`config.mk`:
```
export PLATFORM = sky130hd
export DESIGN_NAME = fdc_sd_arbiter
export DESIGN_NICKNAME = d
export VERILOG_FILES = /design/src/rtl/fdc_pkg.sv /design/src/rtl/fdc_rr_pick.sv /design/src/rtl/fdc_sd_arbiter.sv
export SDC_FILE = /design/constraint.sdc
export NUM_CORES = 1
export LEC_CHECK = 0
export BUFFER_PORTS_ARGS = -buffer_cell sky130_fd_sc_hd__buf_2
export CAP_MARGIN = 20
export CORE_MARGIN = 2
export CORE_UTILIZATION = 39
export CTS_CLUSTER_DIAMETER = 120
export DETAILED_ROUTE_END_ITERATION = 16
export PLACE_DENSITY = 0.81
export SYNTH_ARGS = -nofsm -noshare
export SYNTH_HDL_FRONTEND = slang
export SYNTH_SLANG_ARGS = --single-unit
export TNS_END_PERCENT = 100
```
`constraint.sdc`:
```
create_clock -name CLK -period 3.1 [get_ports CLK]
set_input_delay 0.465 -clock CLK [delete_from_list [all_inputs] [get_ports CLK]]
set_output_delay 0.465 -clock CLK [all_outputs]
set_load 0.03 [all_outputs]
```
`src/rtl/fdc_pkg.sv`:
```
// Shared types for the floppy-side SD arbitration logic.
package fdc_pkg;

  localparam int NUM_DRV = 4;

  typedef logic [1:0] drv_idx_t;

  typedef enum logic [1:0] {
    IDLE    = 2'd0,
    ISSUE   = 2'd1,
    XFER    = 2'd2,
    RELEASE = 2'd3
  } fdc_arb_state_t;

  typedef enum logic {
    OP_RD = 1'b0,
    OP_WR = 1'b1
  } fdc_op_t;

endpackage

```
`src/rtl/fdc_rr_pick.sv`:
```
// Round-robin picker: first pending requester strictly after `last`, modulo 4.
module fdc_rr_pick
  import fdc_pkg::*;
(
  input  logic [NUM_DRV-1:0] req,
  input  drv_idx_t           last,
  output logic               valid,
  output drv_idx_t           idx
);

  // Walk from farthest to nearest so the nearest pending drive wins.
  always_comb begin
    valid = 1'b0;
    idx   = last;
    for (int k = NUM_DRV; k >= 1; k--) begin
      if (req[drv_idx_t'(last + drv_idx_t'(k))]) begin
        valid = 1'b1;
        idx   = drv_idx_t'(last + drv_idx_t'(k));
      end
    end
  end

endmodule

```
`src/rtl/fdc_sd_arbiter.sv`:
```
// Shares one SD block channel among four WD1793 drives with round-robin grants.
// Define FDC_ARB_TIMEOUT_EN to build in the watchdog and the REQ_ERR port.
//
//   state   | meaning
//   IDLE    | no grant, searching for the next pending drive
//   ISSUE   | host request raised, waiting for HOST_ACK
//   XFER    | host acked, data moves to/from granted drive
//   RELEASE | waiting for the granted drive to drop its request
module fdc_sd_arbiter #(
  parameter int NUM_DRV = 4
`ifdef FDC_ARB_TIMEOUT_EN
  , parameter logic [23:0] TIMEOUT_CYCLES = 24'd5_000_000
`endif
) (
  input  logic               CLK,
  input  logic               RESET,
  input  logic [31:0]        REQ_LBA [NUM_DRV],
  input  logic [NUM_DRV-1:0] REQ_RD,
  input  logic [NUM_DRV-1:0] REQ_WR,
  output logic [NUM_DRV-1:0] REQ_ACK,
  output logic [NUM_DRV-1:0] REQ_BUFF_WR,
  input  logic [7:0]         REQ_BUFF_DIN [NUM_DRV],
`ifdef FDC_ARB_TIMEOUT_EN
  output logic [NUM_DRV-1:0] REQ_ERR,
`endif
  output logic [31:0]        HOST_LBA,
  output logic               HOST_RD,
  output logic               HOST_WR,
  input  logic               HOST_ACK,
  input  logic               HOST_BUFF_WR,
  output logic [7:0]         HOST_BUFF_DIN,
  output logic               BUSY,
  output logic [1:0]         GRANT_IDX
);

  import fdc_pkg::*;

  fdc_arb_state_t     state;
  fdc_arb_state_t     state_nxt;
  fdc_op_t            op;
  logic [NUM_DRV-1:0] pend;
  logic [NUM_DRV-1:0] grant_oh;
  logic               pick_valid;
  drv_idx_t           pick_idx;
  logic               timeout;

  assign pend     = REQ_RD | REQ_WR;
  assign grant_oh = {{(NUM_DRV-1){1'b0}}, 1'b1} << GRANT_IDX;

  fdc_rr_pick u_pick (
    .req   (pend),
    .last  (GRANT_IDX),
    .valid (pick_valid),
    .idx   (pick_idx)
  );

`ifdef FDC_ARB_TIMEOUT_EN
  logic [23:0] wd_cnt;

  always_ff @(posedge CLK) begin
    if (RESET || state_nxt != state)
      wd_cnt <= '0;
    else if (state == ISSUE || state == XFER)
      wd_cnt <= wd_cnt + 24'd1;
  end

  assign timeout = (state == ISSUE || state == XFER) && (wd_cnt == TIMEOUT_CYCLES - 24'd1);

  always_ff @(posedge CLK) begin
    if (RESET)
      REQ_ERR <= '0;
    else
      REQ_ERR <= timeout ? grant_oh : '0;
  end
`else
  assign timeout = 1'b0;
`endif

  always_comb begin
    state_nxt = state;
    unique case (state)
      IDLE:    if (pick_valid) state_nxt = ISSUE;
      ISSUE:   if (timeout || HOST_ACK) state_nxt = timeout ? RELEASE : XFER;
      XFER:    if (timeout || !HOST_ACK) state_nxt = RELEASE;
      RELEASE: if (!pend[GRANT_IDX]) state_nxt = IDLE;
      default: state_nxt = IDLE;
    endcase
  end

  // Host and drive handshake lines follow the state one cycle late.
  always_ff @(posedge CLK) begin
    if (RESET) begin
      state     <= IDLE;
      op        <= OP_RD;
      GRANT_IDX <= 2'd3;
      HOST_LBA  <= '0;
      HOST_RD   <= 1'b0;
      HOST_WR   <= 1'b0;
      REQ_ACK   <= '0;
    end else begin
      state <= state_nxt;
      if (state == IDLE && pick_valid) begin
        HOST_LBA  <= REQ_LBA[pick_idx];
        GRANT_IDX <= pick_idx;
        op        <= REQ_RD[pick_idx] ? OP_RD : OP_WR;
      end
      HOST_RD <= (state == ISSUE) && !timeout && (op == OP_RD);
      HOST_WR <= (state == ISSUE) && !timeout && (op == OP_WR);
      REQ_ACK <= (state == XFER && !timeout) ? grant_oh : '0;
    end
  end

  assign REQ_BUFF_WR   = (state == XFER && HOST_BUFF_WR) ? grant_oh : '0;
  assign HOST_BUFF_DIN = REQ_BUFF_DIN[GRANT_IDX];
  assign BUSY          = (state != IDLE);

endmodule

```
==> impl_summary.log <==
INFO  metric antenna_violations_before_repair = 0
INFO  metric first_pass_grt_wire_length = 15100 µm
INFO  metric vias = 3510
INFO  metric hold_path_end = HOST_LBA[30]$_SDFFE_PP0P_
INFO  metric cts.hold.buffers_added = 0
INFO  metric drt_pass1_iterations = 5
INFO  metric insertion_delay = 0.29 ns
INFO  metric worst_ir_drop_vdd = 0.566 mV
INFO  metric syn2layout_area_growth = 50.4%
INFO  metric clock_net_sink_count = 43
INFO  metric final_hold_viol_count = 0
INFO  metric count_of_flip_flops_with_a_built_in_enable_after_synthesis = 0
INFO  metric detailed_place.area = 4010 µm²
INFO  metric total_leakage_power = 2.29 nW
INFO  metric post_cts_clock_slew_at_the_launch_and_capture_registers_of_the_worst_setup_and_hold_paths = 0.08 ns
INFO  metric antennaDiodeCount = 0
INFO  metric cts_buffers = 5
INFO  metric avgViaCountPerCell = 5.15
INFO  metric xor_xnor_fraction_of_synth_area = 0.00909
INFO  metric timing.max_slew.rel_slack = 0.466
INFO  metric setup.reg_to_reg.worst_slack = 0.22 ns
INFO  metric synthesized_area_fraction_occupied_by_and_or_nand_nor_cells = 0.261
INFO  metric die_height = 88.0 µm
INFO  metric final_setup_violation_count = 0
INFO  metric avgRoutedWirePerCell = 14.6 µm
INFO  metric wl = 9920 µm
INFO  metric ant_nets = 0
INFO  metric setup.worst_path.start_class = flip-flop
INFO  metric synth.largest_area_cell = dfxtp_1
INFO  metric drc = 0
INFO  metric r2r-end = HOST_LBA[30]$_SDFFE_PP0P_
INFO  metric port-buffer-count = 224
INFO  metric tightestPinTransition = 0.798 ns
INFO  metric core_area = 6830 µm²
INFO  metric synthCells = 368
INFO  metric period_share = 0.929
INFO  metric maximum_number_of_pins_on_one_net_before_global_route_repair = 65
INFO  metric fp.dieArea = 7750 µm²
INFO  metric all_layer_global_routing_usage = 0.244
INFO  metric global_placement_routability_congestion = 0.865
INFO  metric mostFrequentLayoutCell = buf_2
INFO  metric synth.area.mux_share = 0.0972
INFO  metric timing.reg2reg.worst_path_depth = 9
INFO  metric postLayoutCellArea = 4140 µm²
INFO  metric clock_tree_from_tritoncts = built
INFO  metric layout.cells.most_common_list = 224 x buf_2, 131 x nand2_1, 43 x dfxtp_1
INFO  metric most_area_consuming_cells_after_synthesis = dfxtp_1 31%, nand2_1 18%, mux4_2 9.0%, a21oi_1 6.4%, a311o_1 5.5%
INFO  metric grt_overflow = 0
INFO  metric async_reset_ff_frac = 0
INFO  metric detailed_place_hpwl = 7580 µm
INFO  metric yosys_warnings = 0
INFO  metric width_of_the_chip = 88.0 µm
INFO  metric nNetsFinal = 764
INFO  metric post-route-min-period = 2.88 ns
INFO  metric placement_rows = 30
INFO  metric cts_root_buf = clkbuf_8
INFO  metric drive_gt1_frac = 0.446
INFO  metric final-max-slew-violation-count = 0
INFO  metric yosys.cell_types.count = 31
INFO  metric arithmetic_cell_share_of_the_synthesized_area_counting_full_adders_half_adders_and_majority_gates = 0.0363
INFO  metric crit_path_dat = 3.11 ns
INFO  metric skew = 0.00795 ns
INFO  metric max_freq = 347 MHz
INFO  metric worst-endpoint-required = 3.32 ns
INFO  metric main_combinational_cell_family_by_area_after_synthesis = simple AND/OR/NAND/NOR gates
INFO  metric area_share_of_the_largest_cell_type_after_synthesis = 0.313
INFO  metric setup.worst_path.class = flip-flop to flip-flop
INFO  metric fin_hold_ws = 0.419 ns
INFO  metric timing.hold.worst.class = input pin to flip-flop
INFO  metric layout.filler_cells = 668
INFO  metric post_synth_instance_area = 2750 µm²
INFO  metric detail_route.iter0.violations = 117
INFO  metric synth-compound-area-share = 0.234
INFO  metric synth_nets = 548
INFO  metric cap_viol_max_count = 0
INFO  metric cellPowerDensity = 1100 nW/µm²
INFO  metric worst_hold_stages = 3
INFO  metric worstSetupEndpointType = flip-flop
INFO  metric synth_ff_type = dfxtp_1
INFO  metric beginning_of_the_worst_hold_path = REQ_LBA[30]
INFO  metric start_util = 0.403
INFO  metric status = complete, no violations
INFO  metric synth.yosys.seq_area_share = 0.313
INFO  metric clockBufferDepth = 2
INFO  metric syn_avg_cell_area = 7.48 µm²
INFO  metric worst_path_fanout_max = 15
INFO  metric ys_seq_elements = 43
INFO  metric cts_htree_levels = 2
INFO  metric top_level_ports = 225
INFO  metric setup.worst_path.start = GRANT_IDX[0]$_SDFFE_PP1P_
INFO  metric first_global_vias = 3472
INFO  metric reg2reg_from = GRANT_IDX[0]$_SDFFE_PP1P_
report_power, final:
part / internal [mW] / switching, mW
clock: 0.203 / 0.199
sequential: 0.742 / 0.0882
combinational: 1.21 / 2.13
total: 2.16 / 2.42
stage by stage:
stage / TNS (ns) / util / power, mW / cells / setup WS, ns
2_1_floorplan: 0 / - / 3.19 / 368 / 0.106
3_3_place_gp: 0 / 0.588 / 4.03 / 672 / 0.252
3_5_place_dp: 0 / 0.588 / 4.13 / 672 / 0.0812
4_1_cts: 0 / 0.603 / 4.54 / 680 / 0.0678
5_1_grt: -0.00962 / 0.606 / 4.96 / 681 / -0.00962
6_report: 0 / 0.606 / 4.57 / 681 / 0.219
synth_stat cells (2+ instances only):
library cell	count
a211oi_1	5
dfxtp_1	43
a311o_1	15
nor3_1	4
nand2_1	131
a31oi_1	15
buf_2	4
ha_1	8
nand3_1	3
nor2_1	24
mux2i_1	2
and3_1	10
a211o_1	17
mux4_2	11
inv_1	7
a21oi_1	35
buf_1	5
clkbuf_1	16
worst max-delay path by stage:
stage                                end  slack (ns)  cells after the start
2_1_floorplan  HOST_LBA[13]$_SDFFE_PP0P_        0.11                     12
3_3_place_gp   HOST_LBA[21]$_SDFFE_PP0P_        0.25                      9
3_5_place_dp   HOST_LBA[21]$_SDFFE_PP0P_        0.08                      9
4_1_cts        HOST_LBA[21]$_SDFFE_PP0P_        0.07                      9
5_1_grt        HOST_LBA[30]$_SDFFE_PP0P_       -0.01                      9
6_report       HOST_LBA[30]$_SDFFE_PP0P_        0.22                      9
layer usage:
layer	up-vias	wire, µm	GRT usage
met2	143	5160	0.469
met4	0	58	0.0510
li1	1725	-	-
met3	6	702	0.0613
met1	1636	4000	0.270
met5	-	0	0
worst max-delay path: stages (launching register included):
cell      delay (ns)
dfxtp_1         0.38
inv_2           0.10
ha_1            0.34
inv_1           0.06
a211oi_1        0.43
o311ai_4        0.24
xnor2_2         0.70
nand2_1         0.11
a311o_1         0.33
a31oi_1         0.13
final cells by class:
type	count	area (µm²)	share of cell area
inverters	8	30.0	0.00725
repair buffers	234	1220	0.295
flip-flops and latches	43	861	0.208
clock inverters	1	7.51	0.00181
well taps	96	120	0.0290
clock buffers	7	96.3	0.0233
multi-input cells	292	1810	0.436
registers in the layout (all words and copies together) (netlist names):
name / flops
HOST_RD: 1
GRANT_IDX: 2
REQ_ACK: 4
HOST_LBA: 32
HOST_WR: 1
state: 2
op: 1
cell families (layout without fill, tap and decap cells):
family                   Yosys count  after routing
AO/OA/AOI/OAI                     90             90
AND/OR/NAND/NOR                  178            178
flip-flops                        43             43
buffers and inverters             34            250
XOR/XNOR                           2              3
adder cells (fa/ha/maj)            8              8
multiplexers                      13             13
repair_timing:
item	in CTS	in global routing
endpoints found under the setup margin	0	32
gates resized for setup	0	2
buffers inserted	0	0
(Power assumes the default switching activity.)
